==> src/rtl/reg_writeback_pkg.sv <==
// rtl/reg_writeback_pkg.sv - shared types and constants for the register writeback path
package reg_writeback_pkg;

  localparam int REG_W  = 5;
  localparam int DATA_W = 32;
  localparam logic [REG_W-1:0] REG_ZERO = 5'd0;

  typedef struct packed {
    logic [REG_W-1:0]  dst;
    logic [DATA_W-1:0] data;
  } wb_entry_t;

  localparam int ENTRY_W = $bits(wb_entry_t);

  // r0 is hardwired zero: writes to it are dropped and it is never pending.
  function automatic logic is_real_reg(input logic [REG_W-1:0] r);
    return r != REG_ZERO;
  endfunction

endpackage

==> src/rtl/reg_writeback_if.sv <==
// rtl/reg_writeback_if.sv - execute/memory/decode side bundle of the writeback controller
interface reg_writeback_if #(
  parameter int AW = 2
);
  import reg_writeback_pkg::*;

  logic              alu_valid;
  logic [REG_W-1:0]  alu_reg;
  logic [DATA_W-1:0] alu_data;
  logic              mem_valid;
  logic              mem_ready;
  logic [REG_W-1:0]  mem_reg;
  logic [DATA_W-1:0] mem_data;
  logic              issue_valid;
  logic [REG_W-1:0]  issue_reg;
  logic [REG_W-1:0]  reg_s;
  logic [REG_W-1:0]  reg_t;
  logic              stall;
  logic              reg_write;
  logic [REG_W-1:0]  reg_d;
  logic [DATA_W-1:0] d;
  logic [AW:0]       fifo_count;

  modport master (
    output alu_valid, alu_reg, alu_data, mem_valid, mem_reg, mem_data,
           issue_valid, issue_reg, reg_s, reg_t,
    input  mem_ready, stall, reg_write, reg_d, d, fifo_count
  );

  modport slave (
    input  alu_valid, alu_reg, alu_data, mem_valid, mem_reg, mem_data,
           issue_valid, issue_reg, reg_s, reg_t,
    output mem_ready, stall, reg_write, reg_d, d, fifo_count
  );

endinterface

==> src/rtl/reg_writeback_wb_fifo.sv <==
// rtl/reg_writeback_wb_fifo.sv - parameterised synchronous FIFO with occupancy count
module wb_fifo #(
  parameter int WIDTH = 37,
  parameter int DEPTH = 4,
  parameter int AW    = 2
) (
  input  logic             clk,
  input  logic             rst_n,
  input  logic             push_i,
  input  logic [WIDTH-1:0] push_data_i,
  input  logic             pop_i,
  output logic [WIDTH-1:0] pop_data_o,
  output logic             full_o,
  output logic             empty_o,
  output logic [AW:0]      count_o
);

  logic [WIDTH-1:0] mem_q [DEPTH];
  logic [AW-1:0]    wr_ptr_q, wr_ptr_d;
  logic [AW-1:0]    rd_ptr_q, rd_ptr_d;
  logic [AW:0]      count_q, count_d;
  logic             do_push, do_pop;

  // Callers may request blindly; the FIFO itself refuses overflow and underflow.
  assign do_push = push_i && !full_o;
  assign do_pop  = pop_i && !empty_o;

  assign full_o     = count_q == (AW+1)'(DEPTH);
  assign empty_o    = count_q == '0;
  assign count_o    = count_q;
  assign pop_data_o = mem_q[rd_ptr_q];

  always_comb begin
    wr_ptr_d = wr_ptr_q;
    rd_ptr_d = rd_ptr_q;
    count_d  = count_q;
    if (do_push) wr_ptr_d = wr_ptr_q + 1'b1;
    if (do_pop)  rd_ptr_d = rd_ptr_q + 1'b1;
    if (do_push && !do_pop)      count_d = count_q + 1'b1;
    else if (do_pop && !do_push) count_d = count_q - 1'b1;
  end

  always_ff @(posedge clk or negedge rst_n) begin
    if (!rst_n) begin
      wr_ptr_q <= '0;
      rd_ptr_q <= '0;
      count_q  <= '0;
    end else begin
      wr_ptr_q <= wr_ptr_d;
      rd_ptr_q <= rd_ptr_d;
      count_q  <= count_d;
    end
  end

  always_ff @(posedge clk) begin
    if (do_push) mem_q[wr_ptr_q] <= push_data_i;
  end

endmodule

==> src/rtl/reg_writeback.sv <==
// rtl/reg_writeback.sv - merges ALU and long-latency results onto the register-file write port
module reg_writeback
  import reg_writeback_pkg::*;
#(
  parameter int DEPTH = 4,
  parameter int AW    = 2
) (
  input  logic           clk,
  input  logic           rst_n,
  reg_writeback_if.slave bus
);

  logic              reg_write_q, reg_write_d;
  logic [REG_W-1:0]  reg_d_q, reg_d_d;
  logic [DATA_W-1:0] d_q, d_d;
  logic [31:0]       pending_q, pending_d;

  logic      alu_sel, push, pop, full, empty;
  wb_entry_t head, in_entry;
  logic [AW:0] count;

  assign in_entry.dst  = bus.mem_reg;
  assign in_entry.data = bus.mem_data;

  // An ALU op to r0 does not claim the port, so the FIFO may drain that cycle.
  assign alu_sel = bus.alu_valid && is_real_reg(bus.alu_reg);
  assign pop     = !alu_sel && !empty;
  assign push    = bus.mem_valid && !full;

  wb_fifo #(
    .WIDTH (ENTRY_W),
    .DEPTH (DEPTH),
    .AW    (AW)
  ) u_fifo (
    .clk         (clk),
    .rst_n       (rst_n),
    .push_i      (push),
    .push_data_i (in_entry),
    .pop_i       (pop),
    .pop_data_o  (head),
    .full_o      (full),
    .empty_o     (empty),
    .count_o     (count)
  );

  always_comb begin
    reg_write_d = 1'b0;
    reg_d_d     = reg_d_q;
    d_d         = d_q;
    pending_d   = pending_q;
    if (alu_sel) begin
      reg_write_d = 1'b1;
      reg_d_d     = bus.alu_reg;
      d_d         = bus.alu_data;
    end else if (pop && is_real_reg(head.dst)) begin
      reg_write_d          = 1'b1;
      reg_d_d              = head.dst;
      d_d                  = head.data;
      pending_d[head.dst]  = 1'b0;
    end
    // Applied after the clear so a same-cycle reissue keeps the register pending.
    if (bus.issue_valid && is_real_reg(bus.issue_reg)) begin
      pending_d[bus.issue_reg] = 1'b1;
    end
  end

  always_ff @(posedge clk or negedge rst_n) begin
    if (!rst_n) begin
      reg_write_q <= 1'b0;
      reg_d_q     <= REG_ZERO;
      d_q         <= '0;
      pending_q   <= '0;
    end else begin
      reg_write_q <= reg_write_d;
      reg_d_q     <= reg_d_d;
      d_q         <= d_d;
      pending_q   <= pending_d;
    end
  end

  assign bus.mem_ready  = !full;
  assign bus.fifo_count = count;
  assign bus.reg_write  = reg_write_q;
  assign bus.reg_d      = reg_d_q;
  assign bus.d          = d_q;
  assign bus.stall      = (is_real_reg(bus.reg_s) && pending_q[bus.reg_s]) ||
                          (is_real_reg(bus.reg_t) && pending_q[bus.reg_t]);

endmodule

==> src/flat_wrapper.sv <==
// flat-port wrapper written by rule: the top's interface ports become plain ports
module reg_writeback_flat import reg_writeback_pkg::*;
#(
  parameter int DEPTH = 4,
  parameter int AW    = 2
)
  (clk, rst_n, bus_alu_valid, bus_alu_reg, bus_alu_data, bus_mem_valid, bus_mem_reg, bus_mem_data, bus_issue_valid, bus_issue_reg, bus_reg_s, bus_reg_t, bus_mem_ready, bus_stall, bus_reg_write, bus_reg_d, bus_d, bus_fifo_count);
  reg_writeback_if #(.AW(AW)) bus_i ();
  input  logic clk;
  input  logic rst_n;
  input wire logic [$bits(bus_i.alu_valid)-1:0] bus_alu_valid;
  input wire logic [$bits(bus_i.alu_reg)-1:0] bus_alu_reg;
  input wire logic [$bits(bus_i.alu_data)-1:0] bus_alu_data;
  input wire logic [$bits(bus_i.mem_valid)-1:0] bus_mem_valid;
  input wire logic [$bits(bus_i.mem_reg)-1:0] bus_mem_reg;
  input wire logic [$bits(bus_i.mem_data)-1:0] bus_mem_data;
  input wire logic [$bits(bus_i.issue_valid)-1:0] bus_issue_valid;
  input wire logic [$bits(bus_i.issue_reg)-1:0] bus_issue_reg;
  input wire logic [$bits(bus_i.reg_s)-1:0] bus_reg_s;
  input wire logic [$bits(bus_i.reg_t)-1:0] bus_reg_t;
  output wire logic [$bits(bus_i.mem_ready)-1:0] bus_mem_ready;
  output wire logic [$bits(bus_i.stall)-1:0] bus_stall;
  output wire logic [$bits(bus_i.reg_write)-1:0] bus_reg_write;
  output wire logic [$bits(bus_i.reg_d)-1:0] bus_reg_d;
  output wire logic [$bits(bus_i.d)-1:0] bus_d;
  output wire logic [$bits(bus_i.fifo_count)-1:0] bus_fifo_count;
  assign bus_i.alu_valid = bus_alu_valid;
  assign bus_i.alu_reg = bus_alu_reg;
  assign bus_i.alu_data = bus_alu_data;
  assign bus_i.mem_valid = bus_mem_valid;
  assign bus_i.mem_reg = bus_mem_reg;
  assign bus_i.mem_data = bus_mem_data;
  assign bus_i.issue_valid = bus_issue_valid;
  assign bus_i.issue_reg = bus_issue_reg;
  assign bus_i.reg_s = bus_reg_s;
  assign bus_i.reg_t = bus_reg_t;
  assign bus_mem_ready = bus_i.mem_ready;
  assign bus_stall = bus_i.stall;
  assign bus_reg_write = bus_i.reg_write;
  assign bus_reg_d = bus_i.reg_d;
  assign bus_d = bus_i.d;
  assign bus_fifo_count = bus_i.fifo_count;
  reg_writeback #(.DEPTH(DEPTH), .AW(AW)) u_core (.clk(clk), .rst_n(rst_n), .bus(bus_i));
endmodule
==> config.mk <==
export PLATFORM = sky130hd
export DESIGN_NAME = reg_writeback_flat
export DESIGN_NICKNAME = d
export VERILOG_FILES = /design/src/rtl/reg_writeback_pkg.sv /design/src/rtl/reg_writeback_if.sv /design/src/rtl/reg_writeback_wb_fifo.sv /design/src/rtl/reg_writeback.sv /design/src/flat_wrapper.sv
export SDC_FILE = /design/constraint.sdc
export NUM_CORES = 1
export LEC_CHECK = 0
export CORE_ASPECT_RATIO = 2
export CORE_UTILIZATION = 59
export CTS_CLUSTER_DIAMETER = 60
export CTS_CLUSTER_SIZE = 24
export DETAILED_ROUTE_END_ITERATION = 10
export PLACE_DENSITY_LB_ADDON = 0.15
export SLEW_MARGIN = 0
export SYNTH_ARGS = -nofsm -noshare
export SYNTH_HDL_FRONTEND = slang
export SYNTH_HIERARCHICAL = 1
export SYNTH_SLANG_ARGS = --single-unit
==> constraint.sdc <==
create_clock -name clk -period 5.7 [get_ports clk]
set_input_delay 0.57 -clock clk [delete_from_list [all_inputs] [get_ports clk]]
set_output_delay 0.57 -clock clk [all_outputs]
set_load 0.05 [all_outputs]
# After elaboration in Yosys (flattened, before gate mapping)
# Memories as Yosys holds them, arrays and structs flattened.
# Cells that the tools add are included.
# Widths: inputs -> output; s select.
[word_totals]
ff_bits = 77
ramBits = 148
in_bits = 94
word_cells = 70
n_memories = 1
[mem_list]
columns = ["memory", "words", "word_bits", "rd", "rd_ports_with_merged_regs", "write_ports", "line_no", "text"]
rows = [
  ["u_core.u_fifo.mem_q", 4, 37, 1, 0, 1, "reg_writeback_wb_fifo.sv:18", "logic [WIDTH-1:0] mem_q [DEPTH];"],
]
[op_classes]
add_sub_neg = 4
order_cmp = 6
n_eq_ne = 1
muxes = 21
n_bitwise = 3
n_reduce_logical = 27
[op_table]
columns = ["operator", "n"]
rows = [
  ["$mux 32", 5],
  ["$and 32x32->32", 1],
  ["$not 32->32", 1],
  ["$or 32x32->32", 1],
  ["$reduce_bool 5->1", 5],
  ["$lt 5x6->1 const B", 4],
  ["$logic_and 1x1->1", 13],
  ["$bmux 1 s5", 2],
  ["$demux 1 s5", 2],
  ["$ge 5x1->1 const B", 2],
  ["$mux 5", 2],
  ["$mux 1", 8],
  ["$mux 3", 2],
  ["$logic_not 1->1", 5],
  ["$add 2x1->2 const B", 2],
  ["$reduce_bool 2->1", 2],
  ["$add 3x1->3 const B", 1],
  ["$eq 3x3->1 const B", 1],
  ["$logic_not 3->1", 1],
  ["$sub 3x1->3 const B", 1],
  ["$logic_or 1x1->1", 1],
]

# Depth between registers and ports, before layout
# An unclocked memory read counts as a cell.
[depth]
depth_word = 11
mapped_depth = 12
depth_no_buf = 10

# Hierarchy
# Netlist, hierarchy kept.
[by_module_without_submodules]
columns = ["module", "n_inst", "cells_per_inst", "area_per_inst_um2", "seq_area_each_um2"]
rows = [
  ["wb_fifo", 1, 229, 5749.3, 4619.4],
  ["reg_writeback", 1, 380, 3746.1, 1726.7],
]

# Least setup slack after synthesis
# No wires, ideal clock.
[synth_path]
path_kind = "input-to-reg"
startpoint = "input port bus_alu_reg[0]"
endpoint = "register u_core.u_fifo.count_q[1] (netlist: u_core/u_fifo/count_o[1])"
setup_time_ns = 0.125
arrival_ns = 2.706
required_ns = 5.575
path_slack_ns = 2.869
cell_stages = 10
path_cell_list = "or4_4 o21a_1 buf_6 clkbuf_1 nor2_1 nand2_1 ha_1 inv_1 fa_1 mux2_2"
[synth_between]
elab_chain_cells = 8
word_cells_on_any_way = 10
[synth_rtl]
columns = ["item", "line_no", "text"]
rows = [
  ["from (decl)", "flat_wrapper.sv:12", "input wire logic [$bits(bus_i.alu_reg)-1:0] bus_alu_reg;"],
  ["$reduce_bool 5->1", "reg_writeback_pkg.sv:17", "return r != REG_ZERO;"],
  ["$logic_and 1x1->1", "reg_writeback.sv:26", "assign alu_sel = bus.alu_valid && is_real_reg(bus.alu_reg);"],
  ["$logic_not 1->1", "reg_writeback.sv:27", "assign pop = !alu_sel && !empty;"],
  ["$logic_and 1x1->1", "reg_writeback.sv:27", ""],
  ["named net u_core.pop", "reg_writeback.sv:18", "logic alu_sel, push, pop, full, empty;"],
  ["$logic_and 1x1->1", "reg_writeback_wb_fifo.sv:26", "assign do_pop = pop_i && !empty_o;"],
  ["$logic_not 1->1", "reg_writeback_wb_fifo.sv:39", "if (do_push && !do_pop) count_d = count_q + 1'b1;"],
  ["$logic_and 1x1->1", "reg_writeback_wb_fifo.sv:39", ""],
  ["$mux 3", "reg_writeback_wb_fifo.sv:39", ""],
  ["named net u_core.u_fifo.count_d[1]", "reg_writeback_wb_fifo.sv:21", "logic [AW:0] count_q, count_d;"],
  ["to (signal assigned)", "reg_writeback_wb_fifo.sv:51", "count_q <= count_d;"],
  ["to (decl)", "reg_writeback_wb_fifo.sv:21", ""],
]
# The timed path passes the listed nets, and every way through them passes these cells.
# A chain may end at the register's enable or synchronous reset.

# Final worst setup path
[layout_path]
startpoint = "input port bus_reg_s[1]"
endpoint = "output port bus_stall"
[layout_between]
elab_chain_cells = 4
word_cells_on_any_way = 5
[layout_rtl]
columns = ["item", "line_no", "text"]
rows = [
  ["from (decl)", "flat_wrapper.sv:19", "input wire logic [$bits(bus_i.reg_s)-1:0] bus_reg_s;"],
  ["$bmux 1 s5", "reg_writeback.sv:86", "assign bus.stall = (is_real_reg(bus.reg_s) && pending_q[bus.reg_s]) ||"],
  ["$mux 1 (not written as such)", "reg_writeback.sv:86", ""],
  ["$logic_and 1x1->1 (*)", "reg_writeback.sv:86", ""],
  ["$logic_or 1x1->1 (*)", "reg_writeback.sv:86", ""],
  ["to (decl)", "flat_wrapper.sv:22", "output wire logic [$bits(bus_i.stall)-1:0] bus_stall;"],
]
# Mark *: on every way between the ends. The rest lies on a longest branch, timed or not. The select of a mux whose other input is x is not followed.

==> summary by stage <==
STA
The final setup violation count is 0. Based on the critical path, the design can be clocked at up to 246 MHz. On the final layout, the worst hold slack is about 250 ps.

In this run the tightest slew margin relative to its limit is roughly 29%. The hold violation count in the final report is 0. The pin slew with the least headroom to its limit is 1070 ps. The final max-slew violation count is 0. The worst path needs a little over 4000 ps of the cycle, external delays included.

The worst clock skew on the final layout is a little over 10 ps. The worst path meets setup with ~1600 ps of slack. The fraction of the cycle the final worst path needs is 71.2%. After routing, the total negative slack on setup checks comes to 0 ps.

Setup repair after global routing left no endpoint under its margin.

Die
In this run the standard cell core region covers around 0.016 mm^2. The initial core utilization is around three fifths. The floorplan step defined a die boundary enclosing about 0.017 mm^2. The die width is ~92 um.

In this run the core area contains between 60 and 70 standard-cell rows. The die is around 180 um tall. The number of ports placed on the die boundary is around 140.

Global route
The most used routing layer in global routing is met2. The met1 layer usage reported by global route is between 20% and 30%. The met3 global-route usage is about 3.0%. Entering global routing, the biggest net connects between 70 and 80 pins. The number of antenna violations at the first check in global routing came to 4.

The first-pass GRT wire length is about 34000 um. In the global route stage, met2 resource usage came out at a little over half. The total overflow left after global routing is 0. Across every metal layer, demand over resource in global routing totals 27.8%. The via count of the first global-routing pass is about 6300.

Drt
After detailed routing, the number of vias per cell comes to around 6.2. The total wire length after detailed routing is about 22000 um. The violation count after the first detailed-routing iteration is around 330.

The antenna violation net count after detailed routing is 0. The routed layout has around 5800 vias. The routed length per instance is approximately 24 um.

The total DRC errors in the routed layout is 0. The pre-antenna-repair detailed-routing pass consisted of 4 iterations.

Clock network
TritonCTS built the clock tree. The number of gates resized after CTS is 0. Clock tree synthesis found a total of between 200 and 250 sinks. In this run the clock root is driven by a clkbuf_16. Counting the buffers created by CTS gives 13. The number of setup buffers added after CTS is 0. The clock-pin transition on the worst setup and hold timing paths is 90 ps.

The largest buffer count on any clock path is 3. The later-pin clock latency in the skew report is 470 ps. The H-tree depth is 1. Hold repair after CTS inserted 0 buffers.

Layout
The area growth from synthesis to layout is 19.5%. In the layout the commonest cells are edfxtp_1 (148), clkdlybuf4s50_1 (135), dfrtp_1 (74). The most common cell after layout, fill and taps aside is edfxtp_1.

The number of filler cells placed in the layout is 1083. Once layout is complete, the cells apart from fillers number about 940. The final instance area is ~0.011 mm^2. Once layout is complete, the utilization of the core stands at a little under three quarters. In the final design database the tool counted just over 800 nets. The fraction of final layout cells sized beyond drive strength 1 is 12.1%.

Worst setup path
The kind of critical path is input pin to output pin. The cell repeated most along the worst path is clkdlybuf4s50_1. In this design, the stage delay of the slowest critical-path cell is 920 ps.

For this design, the slowest cell found on the critical path is clkdlybuf4s50_1. The endpoint arrival time on the critical path is 3490 ps. The nature of the critical path startpoint is an input pin. At the worst endpoint, the required time is between 5000 and 6000 ps.

The largest driver fanout on the critical path is 13. STA classifies the critical path endpoint as an output pin. Walking the worst path, the cells encountered are clkdlybuf4s50_1, mux2_2, a221oi_1, a2111oi_0, nor4_1, nand4_1, clkdlybuf4s50_1.

Pwr
The highest ir drop seen on vdd is around 0.00042 V. The design draws 5.81 mW. In this run the power density over the cells is 512 mW/mm^2. The analysis attributes to cell leakage a power of 4.13 nW.

Logic synthesis
The top-area cell type share of the netlist area is 46.8%. The most used flip-flop cell after synthesis is edfxtp_1. The async set-reset flop share out of synthesis is between 30% and 40%.

The synthesized design contains about 150 enable-type register cells. The post-synthesis cell type with the largest combined area is edfxtp_1. Yosys attributes the largest share of cell area to edfxtp_1 (47%), dfrtp_1 (20%), mux4_2 (11%).

A synthesized cell averages roughly 16 um^2. The cell area after synthesis is 0.00950 mm^2. The number of standard cells after synthesis is slightly above 600. The unique cell type count in the Yosys netlist is 47. The proportion of synthesized chip area in sequential cells is roughly 67%. After synthesis the netlist holds a flip-flop and latch count of approximately 220. The number of nets in the synthesized netlist is roughly 700. The Yosys warning count is 6.

Place
Buffers placed on the I/O ports in this run total around 140. The worst setup timing slack at the placement stage is ~1700 ps. The global placer's final weighted congestion is approximately 0.89. The wire-length estimate of the detail-placed layout is approximately 16000 um. The number of placed instances with taps included is approximately 900. The cell area reported after detailed placement is 0.0110 mm^2.

Outcome
The flow ran to the end, and the final reports show no timing, DRC or antenna violations.

Hold path
The tightest min-delay check is of the input pin to asynchronous set/reset pin type.

Run
The number of violations of the max-capacitance limit is 0.
Yosys cell counts (all sizes together) (7+ instances only):
master / count
mux2i: 40
nand2: 49
nand3: 14
nor2b: 10
edfxtp: 148
inv: 9
buf: 16
nand3b: 7
nor2: 17
o21ai: 91
clkbuf: 19
mux4: 46
dfrtp: 76
flip-flops by register name, indices dropped and copies added, names as in the netlist:
name,count
u_core/bus.reg_write,1
u_core/u_fifo/mem_q,148
u_core/u_fifo/rd_ptr_q,2
u_core/pending_q,31
u_core/bus.reg_d,5
u_core/u_fifo/wr_ptr_q,2
u_core/bus.d,32
u_core/u_fifo/count_o,3
layout make-up:
| type | instances | area, um^2 | area share, % |
|---|---|---|---|
| Antenna cell | 4 | 10.0 | 0.0882 |
| Multi-Input combinational cell | 341 | 2950 | 26.0 |
| Sequential cell | 224 | 6350 | 56.0 |
| Inverter | 9 | 33.8 | 0.298 |
| Clock inverter | 2 | 18.8 | 0.165 |
| Clock buffer | 19 | 348 | 3.07 |
| Timing Repair Buffer | 139 | 1380 | 12.2 |
| Tap cell | 201 | 251 | 2.22 |
worst paths after layout:
path | slack [ps] | endpoint | start | depth (start not counted)
worst max register to register | 2170 | u_core/bus.d[21]$_DFFE_PN0P_ | u_core/u_fifo/rd_ptr_q[1]$_DFFE_PN0P_ | 7
worst max-delay path | 1640 | bus_stall | bus_reg_s[1] | 7
min in group clk | 530 | u_core/bus.reg_d[2]$_DFFE_PN0P_ | u_core/bus.reg_d[2]$_DFFE_PN0P_ | 2
worst min-delay path | 250 | u_core/pending_q[11]$_DFF_PN0_ | rst_n | 1
max in group asynchronous | 4750 | u_core/u_fifo/rd_ptr_q[0]$_DFFE_PN0P_ | rst_n | 1
worst min register to register | 530 | u_core/bus.reg_d[2]$_DFFE_PN0P_ | u_core/bus.reg_d[2]$_DFFE_PN0P_ | 2
worst max-delay path, delay by kind of cell:
family          cells  cell delay [ps]
compound gates      2              370
buf+inv             2             1640
mux                 1              410
simple gates        2              500
logic make-up after synthesis:
logic type / count (synthesis) / share of synthesized area [%]
AOI/OAI and AO/OA: 112 / 6.97
xor gates and xnor gates: 6 / 0.553
adders and majority gates: 6 / 0.870
buffers and inverters: 44 / 2.20
DFF: 224 / 66.8
muxes: 92 / 15.8
and+or+nand+nor: 125 / 6.73
power by group:
group	switching, mW	total, mW	internal, mW	leakage [nW]
registers	0.332	2.55	2.22	2.26
clock network	0.500	0.934	0.434	0.174
logic	1.36	2.32	0.957	1.69
total	2.19	5.81	3.61	4.13
layer usage:
layer	wire length, um	share of wire, %
met3	871	3.9
met2	12900	58
met4	1220	5.5
met5	0	0
met1	7280	33
No activity file was read; power rests on OpenSTA's default activity.
